### config.mk
export PLATFORM = sky130hd
export DESIGN_NAME = mole_game_ctrl
export DESIGN_NICKNAME = d
export VERILOG_FILES = /design/src/rtl/mole_game_ctrl.sv
export SDC_FILE = /design/constraint.sdc
export NUM_CORES = 1
export LEC_CHECK = 0
export ABC_AREA = 1
export CAP_MARGIN = 10
export CORE_AREA = 3 3 82 84
export CTS_CLUSTER_SIZE = 10
export DETAILED_ROUTE_END_ITERATION = 6
export DIE_AREA = 0 0 85 87
export PLACE_DENSITY = 0.78
export SLEW_MARGIN = 20
export SYNTH_ARGS = -nofsm -noshare
export SYNTH_HDL_FRONTEND = slang
export SYNTH_SLANG_ARGS = --single-unit
export TNS_END_PERCENT = 100
### constraint.sdc
create_clock -name clk -period 4.2 [get_ports clk]
set_clock_uncertainty 0.1 [all_clocks]
set_input_delay 0.84 -clock clk [delete_from_list [all_inputs] [get_ports clk]]
set_output_delay 0.84 -clock clk [all_outputs]
set_load 0.05 [all_outputs]
### src/rtl/mole_game_ctrl.sv
// ============================================================================
// Module   : mole_game_ctrl
// Purpose  : Whack-a-mole game state, mole position, score and round timer.
//            Optional macro MOLE_MISS_PENALTY_EN: a wrong hole costs one point.
// Revision : 1.0 - initial release
// ============================================================================
`default_nettype none

module mole_game_ctrl #(
    parameter int CLK_FRE        = 27,
    parameter int FRAMES_PER_SEC = 60,
    parameter int GAME_TIME      = 60,
    parameter int MOLE_FRAMES    = 90
) (
    input  logic        clk,
    input  logic        rst_n,
    input  logic        vs_in,
    input  logic [7:0]  rx_data,
    input  logic        rx_data_en,
    output logic [1:0]  state,
    output logic [3:0]  mole_find,
    output logic [7:0]  mole_score,
    output logic [11:0] left_time
);

    localparam int             c_SEC_W     = (FRAMES_PER_SEC > 1) ? $clog2(FRAMES_PER_SEC) : 1;
    localparam logic [c_SEC_W-1:0] c_SEC_LAST  = c_SEC_W'(FRAMES_PER_SEC - 1);
    localparam logic [c_SEC_W-1:0] c_SEC_ONE   = c_SEC_W'(1);
    localparam logic [7:0]     c_MOLE_LAST = 8'(MOLE_FRAMES - 1);
    localparam logic [11:0]    c_GAME_TIME = 12'(GAME_TIME);
    localparam logic [15:0]    c_LFSR_SEED = 16'hACE1;

    localparam logic [1:0] c_ST_IDLE = 2'd0;
    localparam logic [1:0] c_ST_PLAY = 2'd1;
    localparam logic [1:0] c_ST_OVER = 2'd2;

    generate
        if (CLK_FRE < 1 || FRAMES_PER_SEC < 1 || GAME_TIME < 1 || GAME_TIME > 4095 ||
            MOLE_FRAMES < 1 || MOLE_FRAMES > 255) begin : g_param_check
            $error("mole_game_ctrl: parameter out of range");
        end
    endgenerate

    logic [1:0]         r_state;
    logic [3:0]         r_mole;
    logic [7:0]         r_score;
    logic [11:0]        r_left_time;
    logic [15:0]        r_lfsr;
    logic               r_vs_d1;
    logic               r_vs_d2;
    logic [c_SEC_W-1:0] r_sec_cnt;
    logic [7:0]         r_mole_cnt;

    logic [15:0] w_lfsr_next;
    logic        w_tick;
    logic        w_is_hole;
    logic [3:0]  w_hole_idx;
    logic        w_start;
    logic        w_hit;
    logic        w_sec_wrap;
    logic        w_mole_wrap;
    logic [3:0]  w_reloc;

    assign w_lfsr_next = {r_lfsr[0] ^ r_lfsr[2] ^ r_lfsr[3] ^ r_lfsr[5], r_lfsr[15:1]};
    assign w_tick      = r_vs_d1 & ~r_vs_d2;

    // 'A'..'P' have low nibbles 1..F,0 so the hole index is the nibble minus one
    assign w_is_hole   = rx_data_en && (rx_data >= 8'h41) && (rx_data <= 8'h50);
    assign w_hole_idx  = rx_data[3:0] - 4'd1;
    assign w_start     = rx_data_en && (rx_data == 8'h53);
    assign w_hit       = w_is_hole && (w_hole_idx == r_mole);
    assign w_sec_wrap  = w_tick && (r_sec_cnt == c_SEC_LAST);
    assign w_mole_wrap = w_tick && (r_mole_cnt == c_MOLE_LAST);
    assign w_reloc     = (r_lfsr[3:0] == r_mole) ? (r_lfsr[3:0] + 4'd1) : r_lfsr[3:0];

`ifdef MOLE_MISS_PENALTY_EN
    logic w_miss;
    assign w_miss = w_is_hole && (w_hole_idx != r_mole);
`endif

    always_ff @(posedge clk or negedge rst_n) begin
        if (!rst_n) begin
            r_state     <= c_ST_IDLE;
            r_mole      <= 4'd0;
            r_score     <= 8'd0;
            r_left_time <= c_GAME_TIME;
            r_lfsr      <= c_LFSR_SEED;
            r_vs_d1     <= 1'b0;
            r_vs_d2     <= 1'b0;
            r_sec_cnt   <= '0;
            r_mole_cnt  <= 8'd0;
        end else begin
            r_lfsr  <= w_lfsr_next;
            r_vs_d1 <= vs_in;
            r_vs_d2 <= r_vs_d1;
            case (r_state)
                c_ST_PLAY: begin
                    if (w_tick) begin
                        r_sec_cnt <= w_sec_wrap ? '0 : (r_sec_cnt + c_SEC_ONE);
                    end
                    // A hit coinciding with a timeout still relocates only once
                    if (w_hit || w_mole_wrap) begin
                        r_mole_cnt <= 8'd0;
                        r_mole     <= w_reloc;
                    end else if (w_tick) begin
                        r_mole_cnt <= r_mole_cnt + 8'd1;
                    end
                    if (w_hit) begin
                        if (r_score != 8'hFF) begin
                            r_score <= r_score + 8'd1;
                        end
                    end
`ifdef MOLE_MISS_PENALTY_EN
                    else if (w_miss && (r_score != 8'd0)) begin
                        r_score <= r_score - 8'd1;
                    end
`endif
                    if (w_sec_wrap) begin
                        if (r_left_time <= 12'd1) begin
                            r_left_time <= 12'd0;
                            r_state     <= c_ST_OVER;
                        end else begin
                            r_left_time <= r_left_time - 12'd1;
                        end
                    end
                end
                c_ST_IDLE, c_ST_OVER: begin
                    if (w_start) begin
                        r_state     <= c_ST_PLAY;
                        r_score     <= 8'd0;
                        r_left_time <= c_GAME_TIME;
                        r_sec_cnt   <= '0;
                        r_mole_cnt  <= 8'd0;
                        r_mole      <= r_lfsr[3:0];
                    end
                end
                default: r_state <= c_ST_IDLE;
            endcase
        end
    end

    assign state      = r_state;
    assign mole_find  = r_mole;
    assign mole_score = r_score;
    assign left_time  = r_left_time;

endmodule

`default_nettype wire
==> out/qor.csv <==
metric,value,unit
Critical Path AT,2.97,ns
via count,2901,
Pwr per Cell Area,575.9,nW/um^2
Min Hold Slack,0.2479,ns
depth of the CTS H-tree,3,
NumNets Final,506,
port buffer count,37,
critical path peak fanout,11,
Final GP Congestion,0.8850,
post-route insts no fill,563,
Final Hold Viols,0,
row cnt,28,
Synth Warn #,0,
"FF+latch count, synth",58,
Max-Cap Viols,0,
Mapped Avg Cell Area,7.687,um^2
# resized after CTS,0,
routed wire length per instance,12.79,um
CP startpoint kind,input port,
DRT Pass-1 Iters,4,
Cells after DPL,547,
synthesized area,3367,um^2
Total Wirelength,7.198,mm
DR DRC count,0,
antenna violations before repair,0,
Crit Path Category,input port to flop,
Synth async-reset ratio,100.0,%
area grow syn2layout,19.73,%
Sink Count,58,
most frequent cells in the layout,"121 x nand2_1, 51 x inv_1, 48 x nor2_1",
number of diodes,0,
die area,7395,um^2
Post-Syn Instances,438,
Synth top area share,34.19,%
routed vias/inst,5.153,
relative slew slack,49.10,%
Overall Power,0.002322,W
Lkg Pwr,2.006,nW
Setup Viol. Count Final,0,
CP endpoint kind,flop,
postcts setup bufs,0,
"commonest non-fill, non-tap cell in the layout",nand2_1,
I/O pin cnt,38,
GR Overflow Total,0,
Max clock buf depth,2,
Initial Utilization,56.20,%
Max VDD drop,455.4,uV
die width,85,um
Routed Antenna Nets,0,
Core Region,5991,um^2
share of layout cells above drive strength 1,13.11,%
vias in the first global route,2759,
DP HPWL,5.143,mm
Fillers,496,
worst skew pair latency,0.33,ns
post-route worst setup slack,1.396,ns
fmax,356.6,MHz
Synth area leader,dfrtp_1,
"EDFF count, synth",0,
GR Util All Layers,21.22,%
HP Class,flop to flop,
slew of the pin with the lowest slew margin,0.7635,ns
largest net degree at the start of global routing,35,
Clock Pin Slew Worst Setup and Hold Paths,0.06,ns
Die H,87,um
synth top area cells,"dfrtp_1 34%, nand2_1 13%, dfstp_2 9.4%",
outcome,finished clean,
"Distinct cells, synth",34,
Syn Nets,461,
Setup WS pre-CTS,1.064,ns
cts bufs inserted,9,
ys flop type,dfrtp_1,
Setup TNS,0,ns
final slew viol count,0,
Period minus WS final,2.804,ns
"Req. time, crit path",4.36,ns
CTS tree,yes,
RSZ-0062 raised after global routing,false,
register area share after synthesis,43.55,%
register area,1466,um^2
initial drt markers,138,
Post-CTS Hold Fix Bufs,0,
first-pass GRT wire length,12.52,mm
area occupied by multi-input gates,1639,um^2
fin crit share,66.77,%
Root Buffer,clkbuf_8,
[stage by stage]
stage               utilization, %  cell area [um^2]
CTS                          67.29              4031
global placement             63.64              3812
global route                 67.29              4031
finish                       67.29              4031
floorplan                        -              3367
detailed placement           63.64              3812
[per-layer routing]
metal  vias to the layer above  part of all wire [%]  track usage (%)
met5                         -                     0                0
met2                        67                    48            34.53
met3                        10                   4.1            4.257
li1                       1483                     -                -
met1                      1341                    47            27.66
met4                         0                   1.6            9.065
[cells by family (layout without fill, tap and decap cells)]
| group | count (synthesis) | count (layout) | synth area share, % |
|---|---|---|---|
| and+or+nand+nor | 239 | 239 | 32.22 |
| AOI/OAI and AO/OA | 42 | 42 | 6.912 |
| buffers and inverters | 67 | 117 | 7.767 |
| DFF | 58 | 58 | 43.55 |
| xor gates and xnor gates | 21 | 21 | 5.462 |
| adders and majority gates | 11 | 11 | 4.088 |
[state kept, by name, indices dropped and copies added, names as in the netlist]
signal	count
r_vs_d1	1
mole_score	8
r_vs_d2	1
left_time	12
r_mole_cnt	8
r_sec_cnt	6
mole_find	4
state	2
r_lfsr	16
[worst max-delay path: stages]
cell and delay (ns):
clkdlybuf4s50_1 0.56, inv_2 0.09, ha_1 0.30, inv_1 0.04, nand2_1 0.06, nand2_2 0.06
nor2_4 0.13, nand3_1 0.08, nand3b_1 0.36, nand2_1 0.29, nand2_1 0.09, nand2_1 0.07
[cell usage after synthesis (3+ instances only)]
cell	instances
inv_2	11
dfrtp_1	46
nand2_2	6
nor2_1	48
o21ai_1	14
dfstp_2	12
ha_1	11
nor3_1	3
o21ai_0	16
nand2_1	121
xor2_1	16
nand2_4	3
inv_1	51
nand3_1	30
a21oi_1	4
nand4_1	15
or2_2	3
xnor2_1	5
[layout make-up]
cell class / count / area share [%]
clock buffer: 11 / 3.507
clock inverter: 5 / 1.924
inverter: 62 / 5.773
multi-input combinational: 313 / 40.66
sequential: 58 / 36.37
tap: 75 / 2.328
timing repair buffer: 39 / 9.435
[where the power goes]
part / switching, W / leakage, nW / total [W] / internal, W
Sequential: 0.000152 / 0.720 / 0.000843 / 0.000691
Combinational: 0.000586 / 1.18 / 0.000904 / 0.000318
Clock: 0.000225 / 0.109 / 0.000574 / 0.000348
[final timing paths]
check / startpoint / endpoint / slack (ns) / cells after the start
worst max-delay path: rx_data[0] / mole_score[5]$_DFFE_PN0P_ / 1.40 / 12
worst min-delay path: r_lfsr[9]$_DFF_PN0_ / r_lfsr[8]$_DFF_PN0_ / 0.25 / 0
worst max register to register: state[0]$_DFFE_PN0P_ / mole_score[5]$_DFFE_PN0P_ / 2.21 / 9
worst min register to register: r_lfsr[9]$_DFF_PN0_ / r_lfsr[8]$_DFF_PN0_ / 0.25 / 0
max in group asynchronous: rst_n / r_vs_d1$_DFF_PN0_ / 2.72 / 2
min in group asynchronous: rst_n / mole_score[4]$_DFFE_PN0P_ / 0.48 / 1
No activity file was read; power rests on OpenSTA's default activity.
